$ cat config.mk
export PLATFORM = sky130hd
export DESIGN_NAME = note_chart_player
export DESIGN_NICKNAME = d
export VERILOG_FILES = /design/src/rtl/note_chart_player.sv
export SDC_FILE = /design/constraint.sdc
export NUM_CORES = 2
export LEC_CHECK = 0
export CAP_MARGIN = 10
export CORE_ASPECT_RATIO = 0.7
export CORE_MARGIN = 1.5
export CORE_UTILIZATION = 30
export CTS_CLUSTER_SIZE = 24
export DETAILED_ROUTE_END_ITERATION = 16
export SLEW_MARGIN = 20
export SYNTH_ARGS = -nofsm -noshare
export SYNTH_HDL_FRONTEND = slang
export SYNTH_SLANG_ARGS = --single-unit
$ cat constraint.sdc
create_clock -name CLOCK_50 -period 2.94 [get_ports CLOCK_50]
set_clock_uncertainty 0.05 [all_clocks]
set_input_delay 0.588 -clock CLOCK_50 [delete_from_list [all_inputs] [get_ports CLOCK_50]]
set_output_delay 0.588 -clock CLOCK_50 [all_outputs]
set_load 0.05 [all_outputs]
$ cat src/rtl/note_chart_player.sv
// Note chart player: plays a loadable LANES-wide chord chart at a programmable
// step rate, with pause / restart / loop, and exposes a LOOKAHEAD-deep window
// of upcoming chords for the highway renderer and hit judge.
//
// Ports:
//   CLOCK_50    sole clock
//   resetn      async active-low reset (chart memory is retained)
//   start       pulse: (re)start playback from step 0, latches loop_en
//   pause       level: freeze playback while high
//   loop_en     wrap to step 0 after the last step (sampled on start)
//   wr_en/wr_addr/wr_data  chart memory write port (addr >= STEPS ignored)
//   exp_notes   current chord (window slot 0)
//   window      slot k = [k*LANES +: LANES] = chord for step+k
//   step        current step index
//   step_pulse  one-cycle pulse when a new step becomes current
//   playing     high in PLAY or PAUSE
//   done        high once a non-looping chart has finished
module note_chart_player #(
  parameter int unsigned LANES     = 5,
  parameter int unsigned STEPS     = 304,
  parameter int unsigned STEP_W    = 9,
  parameter int unsigned TICK_DIV  = 13157895,
  parameter int unsigned DIV_W     = 25,
  parameter int unsigned LOOKAHEAD = 8
) (
  input  logic                         CLOCK_50,
  input  logic                         resetn,
  input  logic                         start,
  input  logic                         pause,
  input  logic                         loop_en,
  input  logic                         wr_en,
  input  logic [STEP_W-1:0]            wr_addr,
  input  logic [LANES-1:0]             wr_data,
  output logic [LANES-1:0]             exp_notes,
  output logic [LOOKAHEAD*LANES-1:0]   window,
  output logic [STEP_W-1:0]            step,
  output logic                         step_pulse,
  output logic                         playing,
  output logic                         done
);

  localparam int unsigned WIN_W = LOOKAHEAD * LANES;
  localparam int unsigned FP_W  = STEP_W + 1;
  localparam int unsigned AW    = (STEPS > 1) ? $clog2(STEPS) : 1;
  localparam int unsigned PC_W  = $clog2(LOOKAHEAD + 1);

  localparam logic [2:0] S_IDLE  = 3'd0;
  localparam logic [2:0] S_PRIME = 3'd1;
  localparam logic [2:0] S_PLAY  = 3'd2;
  localparam logic [2:0] S_PAUSE = 3'd3;
  localparam logic [2:0] S_DONE  = 3'd4;

  logic [2:0]        state, state_nx;
  logic              loop_l;
  logic [FP_W-1:0]   fptr, fptr_inc;
  logic [PC_W-1:0]   pcnt;
  logic [DIV_W-1:0]  tick;
  logic [LANES-1:0]  rd_data;
  logic              rd_vld;
  logic              rd_win;
  logic [LANES-1:0]  pf;
  logic              run, adv, last, prime_end, rd_req;

  logic [LANES-1:0]  mem [STEPS];

  // Chart memory write port; not reset so the chart survives resetn.
  always_ff @(posedge CLOCK_50) begin
    if (wr_en && ({1'b0, wr_addr} < FP_W'(STEPS)))
      mem[AW'(wr_addr)] <= wr_data;
  end

  // Fetch pointer successor: wraps when looping, otherwise parks at STEPS
  // so every further fetch returns an empty chord.
  always_comb begin
    fptr_inc = fptr + FP_W'(1);
    if (loop_l) begin
      if (fptr >= FP_W'(STEPS - 1)) fptr_inc = '0;
    end else if (fptr >= FP_W'(STEPS)) begin
      fptr_inc = fptr;
    end
  end

  // Next-state and control strobes.
  always_comb begin
    run       = ((state == S_PLAY) || (state == S_PAUSE)) && !pause;
    adv       = run && (tick == DIV_W'(TICK_DIV - 1));
    last      = (step == STEP_W'(STEPS - 1));
    prime_end = (state == S_PRIME) && (pcnt == PC_W'(LOOKAHEAD));
    rd_req    = !start && ((state == S_PRIME) || adv);
    state_nx  = state;
    if (start) begin
      state_nx = S_PRIME;
    end else begin
      case (state)
        S_PRIME: if (prime_end) state_nx = pause ? S_PAUSE : S_PLAY;
        S_PLAY, S_PAUSE: begin
          if (adv && last && !loop_l) state_nx = S_DONE;
          else                        state_nx = pause ? S_PAUSE : S_PLAY;
        end
        default: state_nx = state;
      endcase
    end
  end

  always_ff @(posedge CLOCK_50 or negedge resetn) begin
    if (!resetn) state <= S_IDLE;
    else         state <= state_nx;
  end

  // Datapath: fetch pipeline, window shifter, step/tick counters.
  // The final PRIME read (pcnt == LOOKAHEAD) lands in pf as the prefetch for
  // the first advance; every advance then refills pf for the following one.
  always_ff @(posedge CLOCK_50 or negedge resetn) begin
    if (!resetn) begin
      loop_l     <= 1'b0;
      fptr       <= '0;
      pcnt       <= '0;
      tick       <= '0;
      rd_data    <= '0;
      rd_vld     <= 1'b0;
      rd_win     <= 1'b0;
      pf         <= '0;
      window     <= '0;
      step       <= '0;
      step_pulse <= 1'b0;
      playing    <= 1'b0;
      done       <= 1'b0;
    end else begin
      playing <= (state_nx == S_PLAY) || (state_nx == S_PAUSE);
      done    <= (state_nx == S_DONE);
      if (fptr < FP_W'(STEPS)) rd_data <= mem[AW'(fptr)];
      else                     rd_data <= '0;

      if (start) begin
        loop_l     <= loop_en;
        fptr       <= '0;
        pcnt       <= '0;
        tick       <= '0;
        rd_vld     <= 1'b0;
        rd_win     <= 1'b0;
        pf         <= '0;
        window     <= '0;
        step       <= '0;
        step_pulse <= 1'b0;
      end else begin
        step_pulse <= 1'b0;
        rd_vld     <= rd_req;
        rd_win     <= (state == S_PRIME) && !prime_end;
        if (rd_req) fptr <= fptr_inc;

        if (state == S_PRIME) begin
          if (prime_end) step_pulse <= 1'b1;
          else           pcnt <= pcnt + PC_W'(1);
        end

        if (rd_vld && rd_win)  window <= {rd_data, window[WIN_W-1:LANES]};
        if (rd_vld && !rd_win) pf     <= rd_data;

        if (run) tick <= adv ? '0 : tick + DIV_W'(1);

        if (adv) begin
          if (last && !loop_l) begin
            window <= '0;
          end else begin
            window     <= {pf, window[WIN_W-1:LANES]};
            step       <= last ? '0 : step + STEP_W'(1);
            step_pulse <= 1'b1;
          end
        end
      end
    end
  end

  assign exp_notes = window[LANES-1:0];

endmodule

==> results.cfg <==
[status]
outcome = complete, but fails checks
violations = negative setup slack

[synthesis]
synth_seq_cells = 1627
synthFlopType = edfxtp_1
ys_top_cells_by_area = edfxtp_1 71%, mux4_2 13%, dfrtp_1 4.2%, nor2_1 2.2%, mux2i_1 1.9%
synthArstFlopShare_pct = 6.58
netlist.area_leader.share_pct = 70.9
synth_seq_area_share_pct = 75.1
synth_fp_nets = 3372
yosysUniqueCellTypes = 69
syn_area_per_cell_um2 = 19.2
synth_common_cells = 1520 x edfxtp_1, 385 x nor2_1, 363 x mux4_2
yosys.area.top_type = edfxtp_1
syn_area_um2 = 64400
synth-edff-count = 1520
syn-instance-count = 3345
synth_warnings = 0
synth.most_common_cell = edfxtp_1

[worst_setup_path]
cp.arrival_ns = 3.72
critPathKind = flip-flop to flip-flop
regToRegEndpoint = rd_data[1]
worst_ep_required_time_ns = 3.55
slowest_stage = mux4_2
worstPathCellList = buf_12 -> buf_12 -> buf_12 -> buf_12 -> mux4_2 -> mux4_2 -> nor3b_1 -> a311oi_2 -> buf_4 -> o22a_1 -> o31ai_1
critPathMaxStageDelay_ns = 0.54
r2r_slack_ns = -0.18
cp_max_fo = 7
r2r_cells = 11
crit_family = multiplexers
cp_num_buf_inv = 5
path_common_cell = buf_12
start_kind = flip-flop
end_kind = flip-flop
r2r_start = fptr[0]

[timing]
slew_headroom_pct = 44.2
final_max_slew_viol_count = 0
fin_hold_ws_ns = 0.127
fmax_ghz = 0.321
period_needed_ns = 3.12
setup_ws_ns = -0.176
setup_viol = 5
report.final.hold_viol_count = 0
period_share_pct = 106
rsz0062_at_grt = yes
tightest_slew_ns = 0.837

[drt]
viasPerCell = 5.09
dr.pass1.iters = 5
ant_nets = 0
drt_iter0_markers = 4658
drc = 0
routedWlPerCell_um = 25.2
drt-total-wl_um = 177000
vias = 35769

[die]
initial_utilization_pct = 30.1
dieArea_um2 = 217000
fp.dieW_um = 557
core_um2 = 214000
placementRows = 142
pin_count = 77
die_h_um = 391

[clocking]
cts_htree_levels = 4
root_buffer = clkbuf_16
clock_latency_ns = 0.81
tritoncts = built
numCtsBuffers = 160
clockBufferDepth = 4
clk_pin_slew_ns = 0.07
cts_sinks = 1627

[global_routing]
grt_pass1_vias = 35166
grt_use_total_pct = 16.1
grt_pass1_wl_um = 254000
antenna_found_initial = 10
grt-ovfl-total = 0
grt_max_degree = 104

[power_and_ir_drop]
power.leakage_nw = 25.8
power.density_nw_per_um2 = 632
power.total_w = 0.0502
irDropWorstVdd_v = 0.000464

[job]
maxCapViolCount = 0

[place]
hpwl_um = 116000
portBuffers = 76
gp_congestion = 0.847
place_ws_ns = -0.700

[cells_and_area]
drive_gt1_share_pct = 32.3
nets = 4061
n_fill_cell = 19674
area_growth_pct = 23.3

[min_path]
hold_class = input pin to flip-flop
min_to = mem[273][1]
worstHoldStart = wr_data[1]
hold_depth = 1
-- how the worst max path moves through the flow --
stage                        from          to  slack [ns]  cells past startpoint
after CTS                 fptr[0]  rd_data[4]       -0.13                     10
after floorplan           fptr[0]  rd_data[2]        0.10                     10
after detailed placement    pause  window[19]       -0.70                      9
after global routing      fptr[0]  rd_data[1]       -0.21                     10
final                     fptr[0]  rd_data[1]       -0.18                     11
after global placement      pause   window[9]        -1.0                      8
-- metal layers --
metal  wire length, um  GRT usage (%)  up-vias
li1                  -              -    14982
met1             79400           24.6    18808
met2             76100           23.0     1750
met3             18600           3.86      227
met4              3290           3.32        2
met5                12              0        -
-- kinds of logic (layout without fill, tap and decap cells) --
family,Yosys count,count (layout),share of synthesized area [%]
adder cells (fa/ha/maj),7,7,0.136
flip-flops,1627,1627,75.1
other,0,1,0
XOR/XNOR,16,16,0.218
AND/OR/NAND/NOR,643,643,4.42
buffers and inverters,223,1027,1.68
multiplexers,496,496,14.8
AO/OA/AOI/OAI,333,333,3.67
-- stage by stage --
step | util (%) | cell area (um2) | instances | TNS (ns)
2_1_floorplan | - | 64400 | 3345 | 0
3_3_place_gp | 34.3 | 73300 | 6699 | -48.47
3_5_place_dp | 34.4 | 73400 | 6700 | -35.79
4_1_cts | 37.0 | 79000 | 7004 | -0.394
5_1_grt | 37.2 | 79300 | 7029 | -0.852
6_report | 37.2 | 79300 | 7030 | -0.623
-- cells in the final DEF, fill, tap and decap left out, drive strengths merged, types with 57 or more instances in the layout --
| cell type | n |
|---|---|
| mux2i | 125 |
| clkinv | 62 |
| mux4 | 363 |
| a22o | 57 |
| nor2 | 385 |
| edfxtp | 1520 |
| clkdlybuf4s50 | 70 |
| clkbuf | 185 |
| buf | 662 |
| nand2 | 94 |
| dfrtp | 107 |
-- state kept, by name (all words and copies together), names as in the netlist --
name,count
rd_vld,1
step_pulse,1
done,1
window,40
pcnt,4
step,9
state,3
playing,1
mem,1520
tick,25
rd_win,1
pf,5
loop_l,1
rd_data,5
fptr,10
-- cell type report --
class                      instances  area [um2]  share of cell area [%]
sequential                      1627       48300                    60.9
multi-input combinational       1495       15300                    19.3
timing repair buffer             734        6980                    8.80
clock buffer                     185        4100                    5.16
tap                             2880        3600                    4.54
clock inverter                    92         970                    1.22
inverter                          16        60.1                  0.0757
antenna                            1        2.50                 0.00315
-- power by group --
| part | switching (W) | internal, W |
|---|---|---|
| logic | 0.00234 | 0.00192 |
| clock network | 0.00877 | 0.0117 |
| registers | 0.0000833 | 0.0254 |
| total | 0.0112 | 0.0390 |
-- repair_timing --
action / CTS / global route
pin swaps: 10 / 6
hold buffers: 1 / 0
cloned: 4 / 0
buffers inserted: 22 / 26
endpoints found under the setup margin: 26 / 42
gates resized for setup: 55 / 31
hold endpoints to repair: 41 / 0
Note: power is estimated with default switching activity, not from simulation.
